**src/rtl/gpu_bus_pkg.sv**
```systemverilog
// rtl/gpu_bus_pkg.sv - shared types and default sizing for the GPU interconnect bus scheduler
package gpu_bus_pkg;

    typedef enum logic {
        ARB_IDLE = 1'b0,
        ARB_BUSY = 1'b1
    } arb_state_e;

    localparam int BUS_NUM_MASTERS    = 4;
    localparam int BUS_MAX_BURST      = 8;
    localparam int BUS_TIMEOUT_CYCLES = 64;

endpackage

```
**src/rtl/rr_priority_picker.sv**
```systemverilog
// rtl/rr_priority_picker.sv - combinational round-robin pick starting at ptr, skipping excluded requesters
module rr_priority_picker #(
    parameter int N     = 4,
    parameter int IDX_W = 2
) (
    input  logic [N-1:0]     req,
    input  logic [IDX_W-1:0] ptr,
    input  logic [N-1:0]     exclude,
    output logic             valid,
    output logic [N-1:0]     onehot,
    output logic [IDX_W-1:0] index
);

    logic [N-1:0] cand;

    assign cand = req & ~exclude;

    always_comb begin
        int j;
        valid  = 1'b0;
        onehot = '0;
        index  = '0;
        j      = 0;
        for (int i = 0; i < N; i++) begin
            // ptr is always below N, so one subtraction is enough to wrap
            j = int'(ptr) + i;
            if (j >= N) j = j - N;
            if (!valid && cand[j]) begin
                valid     = 1'b1;
                onehot[j] = 1'b1;
                index     = IDX_W'(j);
            end
        end
    end

endmodule

```
**src/rtl/bus_scheduler.sv**
```systemverilog
// rtl/bus_scheduler.sv - registered round-robin bus owner with burst limit and hung-slave timeout
module bus_scheduler
    import gpu_bus_pkg::*;
#(
    parameter int NUM_MASTERS    = BUS_NUM_MASTERS,
    parameter int MAX_BURST      = BUS_MAX_BURST,
    parameter int TIMEOUT_CYCLES = BUS_TIMEOUT_CYCLES,
    parameter int IDX_W          = (NUM_MASTERS > 1) ? $clog2(NUM_MASTERS) : 1
) (
    input  logic                   clk,
    input  logic                   rst_n,
    input  logic [NUM_MASTERS-1:0] i_requests,
    input  logic [NUM_MASTERS-1:0] i_lock,
    input  logic                   i_slave_done,
    output logic [NUM_MASTERS-1:0] o_grants,
    output logic                   o_grant_valid,
    output logic [IDX_W-1:0]       o_grant_index,
    output logic                   o_timeout,
    output logic [IDX_W-1:0]       o_timeout_index
);

    localparam int BEAT_W = $clog2(MAX_BURST) + 1;
    localparam int TO_W   = (TIMEOUT_CYCLES > 1) ? $clog2(TIMEOUT_CYCLES) : 1;

    arb_state_e        state;
    logic [IDX_W-1:0]  owner;
    logic [IDX_W-1:0]  rr_ptr;
    logic [BEAT_W-1:0] beat_cnt;
    logic [TO_W-1:0]   to_cnt;

    logic              owner_req;
    logic [IDX_W-1:0]  next_ptr;
    logic              release_now;
    logic              timeout_now;
    logic              keep_done;

    logic [IDX_W-1:0]       pick_ptr;
    logic [NUM_MASTERS-1:0] pick_excl;
    logic                   pick_valid;
    logic [NUM_MASTERS-1:0] pick_onehot;
    logic [IDX_W-1:0]       pick_index;

    assign owner_req     = i_requests[owner];
    assign next_ptr      = (owner == IDX_W'(NUM_MASTERS - 1)) ? '0 : owner + 1'b1;
    assign o_grant_index = owner;

    // While busy the picker is only consulted on release, so aim it past the current owner
    assign pick_ptr  = (state == ARB_BUSY) ? next_ptr : rr_ptr;
    assign pick_excl = (state == ARB_BUSY) ? o_grants : '0;

    rr_priority_picker #(
        .N     (NUM_MASTERS),
        .IDX_W (IDX_W)
    ) u_picker (
        .req     (i_requests),
        .ptr     (pick_ptr),
        .exclude (pick_excl),
        .valid   (pick_valid),
        .onehot  (pick_onehot),
        .index   (pick_index)
    );

    always_comb begin
        release_now = 1'b0;
        timeout_now = 1'b0;
        keep_done   = 1'b0;
        if (state == ARB_BUSY) begin
            if (!owner_req) begin
                release_now = 1'b1;
            end else if (i_slave_done) begin
                if (!i_lock[owner] || beat_cnt == BEAT_W'(MAX_BURST - 1)) release_now = 1'b1;
                else                                                      keep_done   = 1'b1;
            end else if (to_cnt == TO_W'(TIMEOUT_CYCLES - 1)) begin
                release_now = 1'b1;
                timeout_now = 1'b1;
            end
        end
    end

    always_ff @(posedge clk or negedge rst_n) begin
        if (!rst_n) begin
            state           <= ARB_IDLE;
            owner           <= '0;
            rr_ptr          <= '0;
            beat_cnt        <= '0;
            to_cnt          <= '0;
            o_grants        <= '0;
            o_grant_valid   <= 1'b0;
            o_timeout       <= 1'b0;
            o_timeout_index <= '0;
        end else begin
            o_timeout <= 1'b0;
            case (state)
                ARB_IDLE: begin
                    if (pick_valid) begin
                        state         <= ARB_BUSY;
                        owner         <= pick_index;
                        o_grants      <= pick_onehot;
                        o_grant_valid <= 1'b1;
                        beat_cnt      <= '0;
                        to_cnt        <= '0;
                    end
                end
                ARB_BUSY: begin
                    if (release_now) begin
                        rr_ptr   <= next_ptr;
                        beat_cnt <= '0;
                        to_cnt   <= '0;
                        if (timeout_now) begin
                            o_timeout       <= 1'b1;
                            o_timeout_index <= owner;
                        end
                        if (pick_valid) begin
                            owner    <= pick_index;
                            o_grants <= pick_onehot;
                        end else if (!owner_req) begin
                            state         <= ARB_IDLE;
                            owner         <= '0;
                            o_grants      <= '0;
                            o_grant_valid <= 1'b0;
                        end
                        // else: sole requester is re-granted with fresh counters
                    end else if (keep_done) begin
                        beat_cnt <= beat_cnt + 1'b1;
                        to_cnt   <= '0;
                    end else begin
                        to_cnt <= to_cnt + 1'b1;
                    end
                end
                default: state <= ARB_IDLE;
            endcase
        end
    end

endmodule

```
**config.mk**
```make
export PLATFORM = sky130hd
export DESIGN_NAME = bus_scheduler
export DESIGN_NICKNAME = d
export VERILOG_FILES = /design/src/rtl/gpu_bus_pkg.sv /design/src/rtl/rr_priority_picker.sv /design/src/rtl/bus_scheduler.sv
export SDC_FILE = /design/constraint.sdc
export NUM_CORES = 1
export LEC_CHECK = 0
export ABC_AREA = 1
export BUFFER_PORTS_ARGS = -buffer_cell sky130_fd_sc_hd__buf_2
export CAP_MARGIN = 20
export CORE_ASPECT_RATIO = 0.5
export CORE_MARGIN = 1.5
export CORE_UTILIZATION = 60
export CTS_BUF_LIST = sky130_fd_sc_hd__clkbuf_8
export DETAILED_ROUTE_END_ITERATION = 8
export GPL_TIMING_DRIVEN = 0
export PLACE_DENSITY_LB_ADDON = 0.1
export SLEW_MARGIN = 20
export SYNTH_ARGS = -nofsm -noshare
export SYNTH_HDL_FRONTEND = slang
export SYNTH_SLANG_ARGS = --single-unit
```
**constraint.sdc**
```tcl
create_clock -name clk -period 2.7 [get_ports clk]
set_clock_uncertainty 0.1 [all_clocks]
set_input_delay 0.135 -clock clk [delete_from_list [all_inputs] [get_ports clk]]
set_output_delay 0.135 -clock clk [all_outputs]
set_load 0.005 [all_outputs]
```
==> results of run 1 <==
synthesized netlist by cell type:
master | count | share of area
o21ai_2 | 1 | 0.0048
nand3b_1 | 6 | 0.025
nand3_2 | 3 | 0.017
inv_2 | 3 | 0.0062
clkbuf_1 | 1 | 0.0021
o21ai_0 | 8 | 0.022
buf_4 | 1 | 0.0042
nand3_1 | 40 | 0.11
nor3_1 | 1 | 0.0028
nor2_4 | 1 | 0.0062
nand2_2 | 3 | 0.010
buf_6 | 2 | 0.012
o21ai_1 | 4 | 0.011
nor2_8 | 1 | 0.011
xor2_1 | 4 | 0.019
dfrtp_1 | 23 | 0.32
inv_1 | 20 | 0.042
nand4_4 | 1 | 0.012
a21oi_1 | 4 | 0.011
nor2_1 | 10 | 0.021
nand2_4 | 5 | 0.031
nand4_1 | 10 | 0.035
or2_2 | 2 | 0.0069
nand2_1 | 91 | 0.19
ha_1 | 10 | 0.069
registers in the layout, summed over array words and instances (netlist names):
name	flops
to_cnt	6
o_timeout	1
beat_cnt	4
rr_ptr	2
o_grant_valid	1
o_timeout_index	2
o_grant_index	2
state	1
o_grants	4
area by class of cell:
class / count / area (um^2)
clock inverter: 1 / 3.75
fill: 210 / 659
multi-input combinational: 205 / 1140
timing repair buffer: 23 / 125
inverter: 23 / 90.1
sequential: 23 / 577
tap: 37 / 46.3
buffer: 4 / 33.8
clock buffer: 3 / 41.3
worst register-to-register path: stages (launching register included):
cell and delay, ns:
dfrtp_2 0.45, ha_1 0.23, nor2_4 0.13, nand2_4 0.11, nand2_8 0.13, clkinvlp_4 0.13
ha_4 0.29, inv_1 0.07, nand3_2 0.09, nand2_4 0.10, nor2_8 0.18, buf_6 0.16
nand3_1 0.08, nand3b_1 0.15, nand2_1 0.07, nand2_1 0.06
worst max-delay path by stage:
stage                                 startpoint                            to  depth (start not counted)
detailed placement  o_grant_index[1]$_DFFE_PN0P_  o_grant_index[1]$_DFFE_PN0P_                         15
floorplan           o_grant_index[1]$_DFFE_PN0P_  o_grant_index[1]$_DFFE_PN0P_                         15
global route        o_grant_index[1]$_DFFE_PN0P_  o_grant_index[0]$_DFFE_PN0P_                         15
finish              o_grant_index[1]$_DFFE_PN0P_  o_grant_index[0]$_DFFE_PN0P_                         15
global placement    o_grant_index[1]$_DFFE_PN0P_       o_grants[2]$_DFFE_PN0P_                         15
CTS                 o_grant_index[1]$_DFFE_PN0P_  o_grant_index[1]$_DFFE_PN0P_                         15
metrics by stage:
step,std cells,util
global placement,312,0.719
detailed placement,312,0.719
CTS,317,0.744
floorplan,255,-
finish,319,0.757
global route,319,0.757
cells by family (layout without fill, tap and decap cells):
logic type | Yosys count | in the layout
adder cells (fa/ha/maj) | 10 | 10
buffers and inverters | 27 | 54
AO/OA/AOI/OAI | 17 | 17
AND/OR/NAND/NOR | 174 | 174
XOR/XNOR | 4 | 4
flip-flops | 23 | 23
layer usage:
| metal | part of all wire | vias to the layer above | track usage |
|---|---|---|---|
| met5 | 0 | - | 0 |
| met1 | 0.44 | 860 | 0.330 |
| met2 | 0.50 | 63 | 0.477 |
| met3 | 0.054 | 6 | 0.0484 |
| li1 | - | 898 | - |
| met4 | 0.0058 | 0 | 0.100 |
timing repair:
| action | 4_1_cts | 5_1_grt |
|---|---|---|
| setup endpoints to repair | 3 | 17 |
| gates resized for setup | 2 | 4 |
| hold endpoints to repair | 23 | 0 |
| pin swaps | 0 | 1 |
| hold buffers | 1 | 0 |
| buffers inserted | 0 | 2 |
==> impl_metrics.toml, run 1 <==
[global_route]
gr-total-overflow = 0
antenna_found_initial = 0
grt_usage = 0.270
first_pass_grt_wire_length_um = 7100
number_of_global_route_vias_before_repair = 1693
pin_count_of_the_biggest_net_entering_global_routing = 24

[synthesis]
post_synth_inst_count = 255
synth-seq-area-share = 0.319
syn_nets = 276
number_of_distinct_library_cells_after_synthesis = 25
synthSimpleGateAreaFrac = 0.477
synth_top_family_by_area = "simple AND/OR/NAND/NOR gates"
postSynthRegisterBits = 23
ys.warnings.count = 0
compound_gate_fraction_of_synth_area = 0.0492
synth_adder_area_share = 0.0693
synth_xor_xnor_area_share = 0.0194
average_footprint_of_a_synthesized_cell_um2 = 7.09
muxShareOfSynthArea = 0
synth_area_mm2 = 0.00181

[cts]
ctsLongestPathBuffers = 2
tritoncts = "done"
ctsRootBufferMaster = "clkbuf_8"
path_clk_slew_ns = 0.08
clock_latency_ns = 0.26
number_of_h_tree_levels = 1
sinks_on_clock_net = 23
number_of_buffers_inserted_during_clock_tree_synthesis = 3

[setup_path]
rr_endpoint = "o_grant_index[0]$_DFFE_PN0P_"
r2r_cell_count = 15
cp_cell_sequence = "ha_1 -> nor2_4 -> nand2_4 -> nand2_8 -> clkinvlp_4 -> ha_4 -> inv_1 -> nand3_2 -> nand2_4 -> nor2_8 -> buf_6 -> nand3_1 -> nand3b_1 -> nand2_1 -> nand2_1"
cp.required_ns = 2.81
setup.worst_path.start_class = "register"
rr_startpoint = "o_grant_index[1]$_DFFE_PN0P_"
reg2reg_setup_slack_ns = 0.11
criticalPathCategory = "reg2reg"
cp_slowest_stage_delay_ns = 0.45
cp_num_buf_inv = 3
worst-path-max-fanout = 13
critPathCaptureType = "register"
crit_family = "simple AND/OR/NAND/NOR gates"
worst_ep_arrival_time_ns = 2.69
critical-path-slowest-cell = "dfrtp_2"

[cells_and_area]
drive_gt1_frac = 0.188
post-route-cell-area_mm2 = 0.00206
layout_common_cells = "nand2_1, nand3_1, dfrtp_1, inv_1, buf_2"
num_antenna_cells = 0
leading_cell_type_in_the_layout_fill_and_taps_excluded = "nand2_1"
nNetsFinal = 304
syn2layout_area_growth_pct = 13.9

[detailed_routing]
totalWireLength_um = 4290
route.detailed.wl_per_inst_um = 13.4
first_iter_violations = 97
first_pass_iters = 5
drc = 0
vias_per_cell = 5.73
via_count = 1827
route.antenna.remaining_nets = 0

[placement]
place_area_mm2 = 0.00195
place.detailed.hpwl_um = 3200
routabilityCongestion = 0.928
post-place-ws_ns = -0.00104
numPortBuffers = 20

[timing]
timing_worst_slew_pin_value_ns = 0.512
setup_violations = 0
worst_slew_margin_rel = 0.659
fin_setup_tns_ns = 0
timing.final.hold_violations = 0
layout_min_cycle_time_ns = 2.59
post-route-worst-setup-slack_ns = 0.114
period_utilization = 0.958
finalMaxSlewViolations = 0
maxClockFrequency_mhz = 387
worst_hold_slack_ns = 0.167

[die]
total_die_area_mm2 = 0.00337
placementRows = 13
core_area_mm2 = 0.00272
start_util = 0.665
fp.dieW_um = 80.6
chipHeight_um = 41.8
boundaryPins = 21

[min_path]
min_delay_path_depth = 4
hold_path_end = "o_timeout$_DFF_PN0_"
hp-start = "i_slave_done"
hold_path.class = "in2reg"

[outcome]
outcome = "finished, final reports clean"

[job]
maxCapViolations = 0
Power of run 1 is not shown: default switching activity piles up to over one toggle a cycle in this logic, so the estimate is an artifact.
==> run 2, diff against run 1 <==
--- a/config.mk
+++ b/config.mk
@@ -15,6 +15,7 @@
 export DETAILED_ROUTE_END_ITERATION = 8
 export GPL_TIMING_DRIVEN = 0
 export PLACE_DENSITY_LB_ADDON = 0.1
+export REMOVE_ABC_BUFFERS = 1
 export SLEW_MARGIN = 20
 export SYNTH_ARGS = -nofsm -noshare
 export SYNTH_HDL_FRONTEND = slang
==> constraint.sdc (replaced) <==
create_clock -name clk -period 2.8 [get_ports clk]
set_clock_uncertainty 0.1 [all_clocks]
set_input_delay 0.14 -clock clk [delete_from_list [all_inputs] [get_ports clk]]
set_output_delay 0.14 -clock clk [all_outputs]
set_load 0.005 [all_outputs]
==> impl_metrics.toml, run 2 (synthesis results as in run 1) <==
[setup_path]
cp_cell_sequence = "inv_2 -> nand2_2 -> nand2_8 -> inv_1 -> ha_4 -> inv_1 -> nand3_2 -> nand2_4 -> nor2_8 -> nand4_4 -> nand2_4 -> nand2_1 -> o21ai_1"
cp.required_ns = 2.89
criticalPathCategory = "reg2reg"
worst_ep_arrival_time_ns = 2.69
cp_slowest_stage_delay_ns = 0.56
critPathCaptureType = "register"
critical-path-slowest-cell = "dfrtp_4"
worst-path-max-fanout = 13
setup.worst_path.start_class = "register"
reg2reg_setup_slack_ns = 0.20

[cells_and_area]
final_core_utilization = 0.754
num_antenna_cells = 0
seqCellArea_um2 = 581
fill_cells = 215
syn2layout_area_growth_pct = 13.3
drive_gt1_frac = 0.188
nNetsFinal = 304
reg_top3 = "to_cnt x6, beat_cnt x4, o_grants x4"
layout_common_cells = "nand2_1, nand3_1, dfrtp_1, inv_1, buf_2"
multi_input_area_mm2 = 0.00113
post-route-cell-area_mm2 = 0.00205
regMostFlops = "to_cnt"
largest_reg_flops = 6
leading_cell_type_in_the_layout_fill_and_taps_excluded = "nand2_1"

[cts]
tritoncts = "done"
clock_latency_ns = 0.27
ctsRootBufferMaster = "clkbuf_8"
number_of_h_tree_levels = 1
number_of_buffers_inserted_during_clock_tree_synthesis = 3
path_clk_slew_ns = 0.08
sinks_on_clock_net = 23
ctsLongestPathBuffers = 2

[job]
maxCapViolations = 0

[die]
fp.dieW_um = 80.6
start_util = 0.665
boundaryPins = 21
total_die_area_mm2 = 0.00337
chipHeight_um = 41.8
placementRows = 13
core_area_mm2 = 0.00272

[detailed_routing]
first_iter_violations = 75
vias_per_cell = 5.44
totalWireLength_um = 4260
route.detailed.wl_per_inst_um = 13.3
via_count = 1735
route.antenna.remaining_nets = 0
first_pass_iters = 4
drc = 0

[global_route]
antenna_found_initial = 0
first_pass_grt_wire_length_um = 6910
grt_usage = 0.265
gr-total-overflow = 0
pin_count_of_the_biggest_net_entering_global_routing = 24
number_of_global_route_vias_before_repair = 1562

[outcome]
outcome = "finished, final reports clean"

[timing]
finalMaxSlewViolations = 0
worst_slew_margin_rel = 0.644
post-route-worst-setup-slack_ns = 0.203
timing_worst_slew_pin_value_ns = 0.535
layout_min_cycle_time_ns = 2.60
fin_setup_tns_ns = 0
period_utilization = 0.927
setup_violations = 0
maxClockFrequency_mhz = 385
timing.final.hold_violations = 0

[min_path]
hold_path.class = "in2reg"

[placement]
routabilityCongestion = 0.923
place_area_mm2 = 0.00192
post-place-ws_ns = -0.163
place.detailed.hpwl_um = 3130
numPortBuffers = 20
==> run 2: cell types whose count changed in the layout (fill, tap and decap cells not counted), sizes merged <==
cell      before  now
clkinvlp       1    0
clkinv         0    1
==> run 2: path summary, 6_finish.rpt <==
check,end,from,cells past startpoint
max,beat_cnt[0]$_DFFE_PN0P_,state$_DFF_PN0_,13
min,o_timeout$_DFF_PN0_,i_slave_done,4
max reg2reg,beat_cnt[0]$_DFFE_PN0P_,state$_DFF_PN0_,13
min reg2reg,o_timeout_index[0]$_DFFE_PN0P_,o_timeout_index[0]$_DFFE_PN0P_,2
max in group asynchronous,state$_DFF_PN0_,rst_n,2
min in group asynchronous,beat_cnt[3]$_DFFE_PN0P_,rst_n,2
==> run 2: area by class of cell <==
cell class                      count  area share
Clock buffer                        3      0.0202
Clock inverter                      1     0.00244
Inverter                           23      0.0422
Multi-Input combinational cell    205       0.553
Sequential cell                    23       0.284
Tap cell                           37      0.0226
Timing Repair Buffer               27      0.0758
==> run 2: layer usage <==
| metal | wire length, um | global-route usage | up-vias |
|---|---|---|---|
| met4 | 36 | 0.0690 | 0 |
| met1 | 2050 | 0.349 | 811 |
| met3 | 123 | 0.0549 | 4 |
| met2 | 2040 | 0.445 | 30 |
| met5 | 0 | 0 | - |
| li1 | - | - | 890 |
==> run 2: what timing repair did <==
item | CTS | global route
setup buffers | 0 | 6
hold buffers | 1 | 0
resized for setup | 2 | 3
endpoints found under the setup margin | 18 | 18
pin swaps | 1 | 1
cloned | 0 | 0
hold endpoints to repair | 23 | 0
==> run 2: stage by stage <==
| stage | hold WS [ns] | std cells |
|---|---|---|
| floorplan | -0.256 | 251 |
| global placement | 0.0357 | 308 |
| detailed placement | 0.0508 | 308 |
| CTS | 0.169 | 313 |
| global route | 0.210 | 319 |
| finish | 0.171 | 319 |
==> run 2: worst max-delay path, delay by kind of cell (launching register included) <==
| family | cells | cell delay, ns |
|---|---|---|
| buf+inv | 3 | 0.36 |
| flops | 1 | 0.56 |
| compound gates | 1 | 0.08 |
| simple gates | 8 | 1.09 |
| fa+ha+maj | 1 | 0.31 |
Power of run 2 is left out for the same reason.
==> run 3, diff against run 2 <==
--- a/config.mk
+++ b/config.mk
@@ -11,7 +11,7 @@
 export CORE_ASPECT_RATIO = 0.5
 export CORE_MARGIN = 1.5
 export CORE_UTILIZATION = 60
-export CTS_BUF_LIST = sky130_fd_sc_hd__clkbuf_8
+export CTS_BUF_LIST = sky130_fd_sc_hd__clkbuf_4
 export DETAILED_ROUTE_END_ITERATION = 8
 export GPL_TIMING_DRIVEN = 0
 export PLACE_DENSITY_LB_ADDON = 0.1
==> impl_metrics.toml, run 3 (synthesis results as in run 1) <==
[outcome]
outcome = "finished, final reports clean"

[detailed_routing]
drc = 0
first_pass_iters = 5
route.detailed.wl_per_inst_um = 13.3
via_count = 1743
vias_per_cell = 5.46
first_iter_violations = 83
totalWireLength_um = 4230
route.antenna.remaining_nets = 0

[cells_and_area]
leading_cell_type_in_the_layout_fill_and_taps_excluded = "nand2_1"
layout_common_cells = "nand2_1, nand3_1, inv_1, dfrtp_1, buf_2"
largest_reg_flops = 6
nNetsFinal = 304
regMostFlops = "to_cnt"
reg_top3 = "to_cnt x6, beat_cnt x4, o_grants x4"
post-route-cell-area_mm2 = 0.00202
drive_gt1_frac = 0.191
layout.cells.non_filler = 319
fill_cells = 228
syn2layout_area_growth_pct = 11.8
num_antenna_cells = 0

[cts]
ctsRootBufferMaster = "clkbuf_4"
tritoncts = "done"
sinks_on_clock_net = 23
ctsLongestPathBuffers = 2
path_clk_slew_ns = 0.14
clock_latency_ns = 0.33
number_of_h_tree_levels = 1
number_of_buffers_inserted_during_clock_tree_synthesis = 3

[setup_path]
cp_slowest_stage_delay_ns = 0.58
cp.required_ns = 2.97
crit_family = "simple AND/OR/NAND/NOR gates"
cp_num_buf_inv = 3
critPathCaptureType = "register"
worst_ep_arrival_time_ns = 2.74
critical-path-slowest-cell = "dfrtp_4"
worst-path-max-fanout = 13
setup.worst_path.start_class = "register"
cp_cell_sequence = "inv_2 -> nand2_2 -> nand2_4 -> inv_1 -> ha_4 -> inv_1 -> nand3_2 -> nand2_4 -> nor2_8 -> nand4_4 -> nand3_2 -> nand2_1 -> nand2_1"
criticalPathCategory = "reg2reg"

[timing]
timing_worst_slew_pin_value_ns = 0.520
layout_min_cycle_time_ns = 2.57
post-route-worst-setup-slack_ns = 0.228
period_utilization = 0.918
setup_violations = 0
maxClockFrequency_mhz = 389
worst_slew_margin_rel = 0.653
timing.final.hold_violations = 0
worst_hold_slack_ns = 0.0999
finalMaxSlewViolations = 0

[die]
start_util = 0.665
fp.dieW_um = 80.6
total_die_area_mm2 = 0.00337
core_area_mm2 = 0.00272
chipHeight_um = 41.8
boundaryPins = 21
placementRows = 13

[job]
maxCapViolations = 0

[placement]
numPortBuffers = 20
place_area_mm2 = 0.00192
routabilityCongestion = 0.923
post-place-ws_ns = -0.163
place.detailed.hpwl_um = 3130
placed_cell_count = 308

[global_route]
pin_count_of_the_biggest_net_entering_global_routing = 24
number_of_global_route_vias_before_repair = 1590
grt_usage = 0.266
antenna_found_initial = 0
gr-total-overflow = 0
first_pass_grt_wire_length_um = 6990

[min_path]
hold_path.class = "in2reg"
[run 3: changes by cell type in the layout (fill, tap and decap cells not counted)]
cell	previous run	this run
clkbuf_4	1	4
clkbuf_8	3	0
dfrtp_1	21	20
dfrtp_2	1	2
nand2_4	4	5
nand2_8	1	0
[run 3: repair_timing]
action                                 in CTS  in global routing
pin swaps                                   1                  0
setup buffers                               3                  3
endpoints found under the hold margin      23                  0
resized for setup                           2                  3
setup endpoints to repair                  18                 17
hold buffers                                1                  0
[run 3: final timing paths]
path / start / to / slack [ns] / cells past startpoint
setup / recovery: state$_DFF_PN0_ / o_grant_index[1]$_DFFE_PN0P_ / 0.23 / 13
hold / removal: i_slave_done / o_timeout$_DFF_PN0_ / 0.1 / 4
setup reg to reg: state$_DFF_PN0_ / o_grant_index[1]$_DFFE_PN0P_ / 0.23 / 13
min in group asynchronous: rst_n / beat_cnt[3]$_DFFE_PN0P_ / 0.20 / 2
max in group asynchronous: rst_n / state$_DFF_PN0_ / 2.00 / 2
hold reg to reg: o_timeout_index[0]$_DFFE_PN0P_ / o_timeout_index[0]$_DFFE_PN0P_ / 0.40 / 2
[run 3: metrics by stage]
stage / utilization / TNS, ns
floorplan: - / 0
global placement: 0.707 / -1.39
detailed placement: 0.707 / -2.27
CTS: 0.730 / 0
global route: 0.744 / -0.00378
finish: 0.744 / 0
[run 3: layer usage]
layer,vias up,global-route usage,routed length [um]
met1,808,0.345,2000
met4,0,0.0793,74
met3,11,0.0462,155
met2,32,0.454,2000
met5,-,0,0
li1,892,-,-
[run 3: tightest hold or removal path, cell delays in order]
cell and delay, ns:
buf_2 0.11, nor3_1 0.07, nand2_1 0.13, inv_1 0.05
[run 3: final cells by class]
| cell class | instances | area (um^2) | share of cell area |
|---|---|---|---|
| Timing Repair Buffer | 27 | 155 | 0.0768 |
| Clock inverter | 1 | 5.00 | 0.00248 |
| Multi-Input combinational cell | 205 | 1120 | 0.556 |
| Inverter | 23 | 86.3 | 0.0427 |
| Sequential cell | 23 | 582 | 0.288 |
| Tap cell | 37 | 46.3 | 0.0229 |
| Clock buffer | 3 | 22.5 | 0.0111 |
Power of run 3 is left out for the same reason.
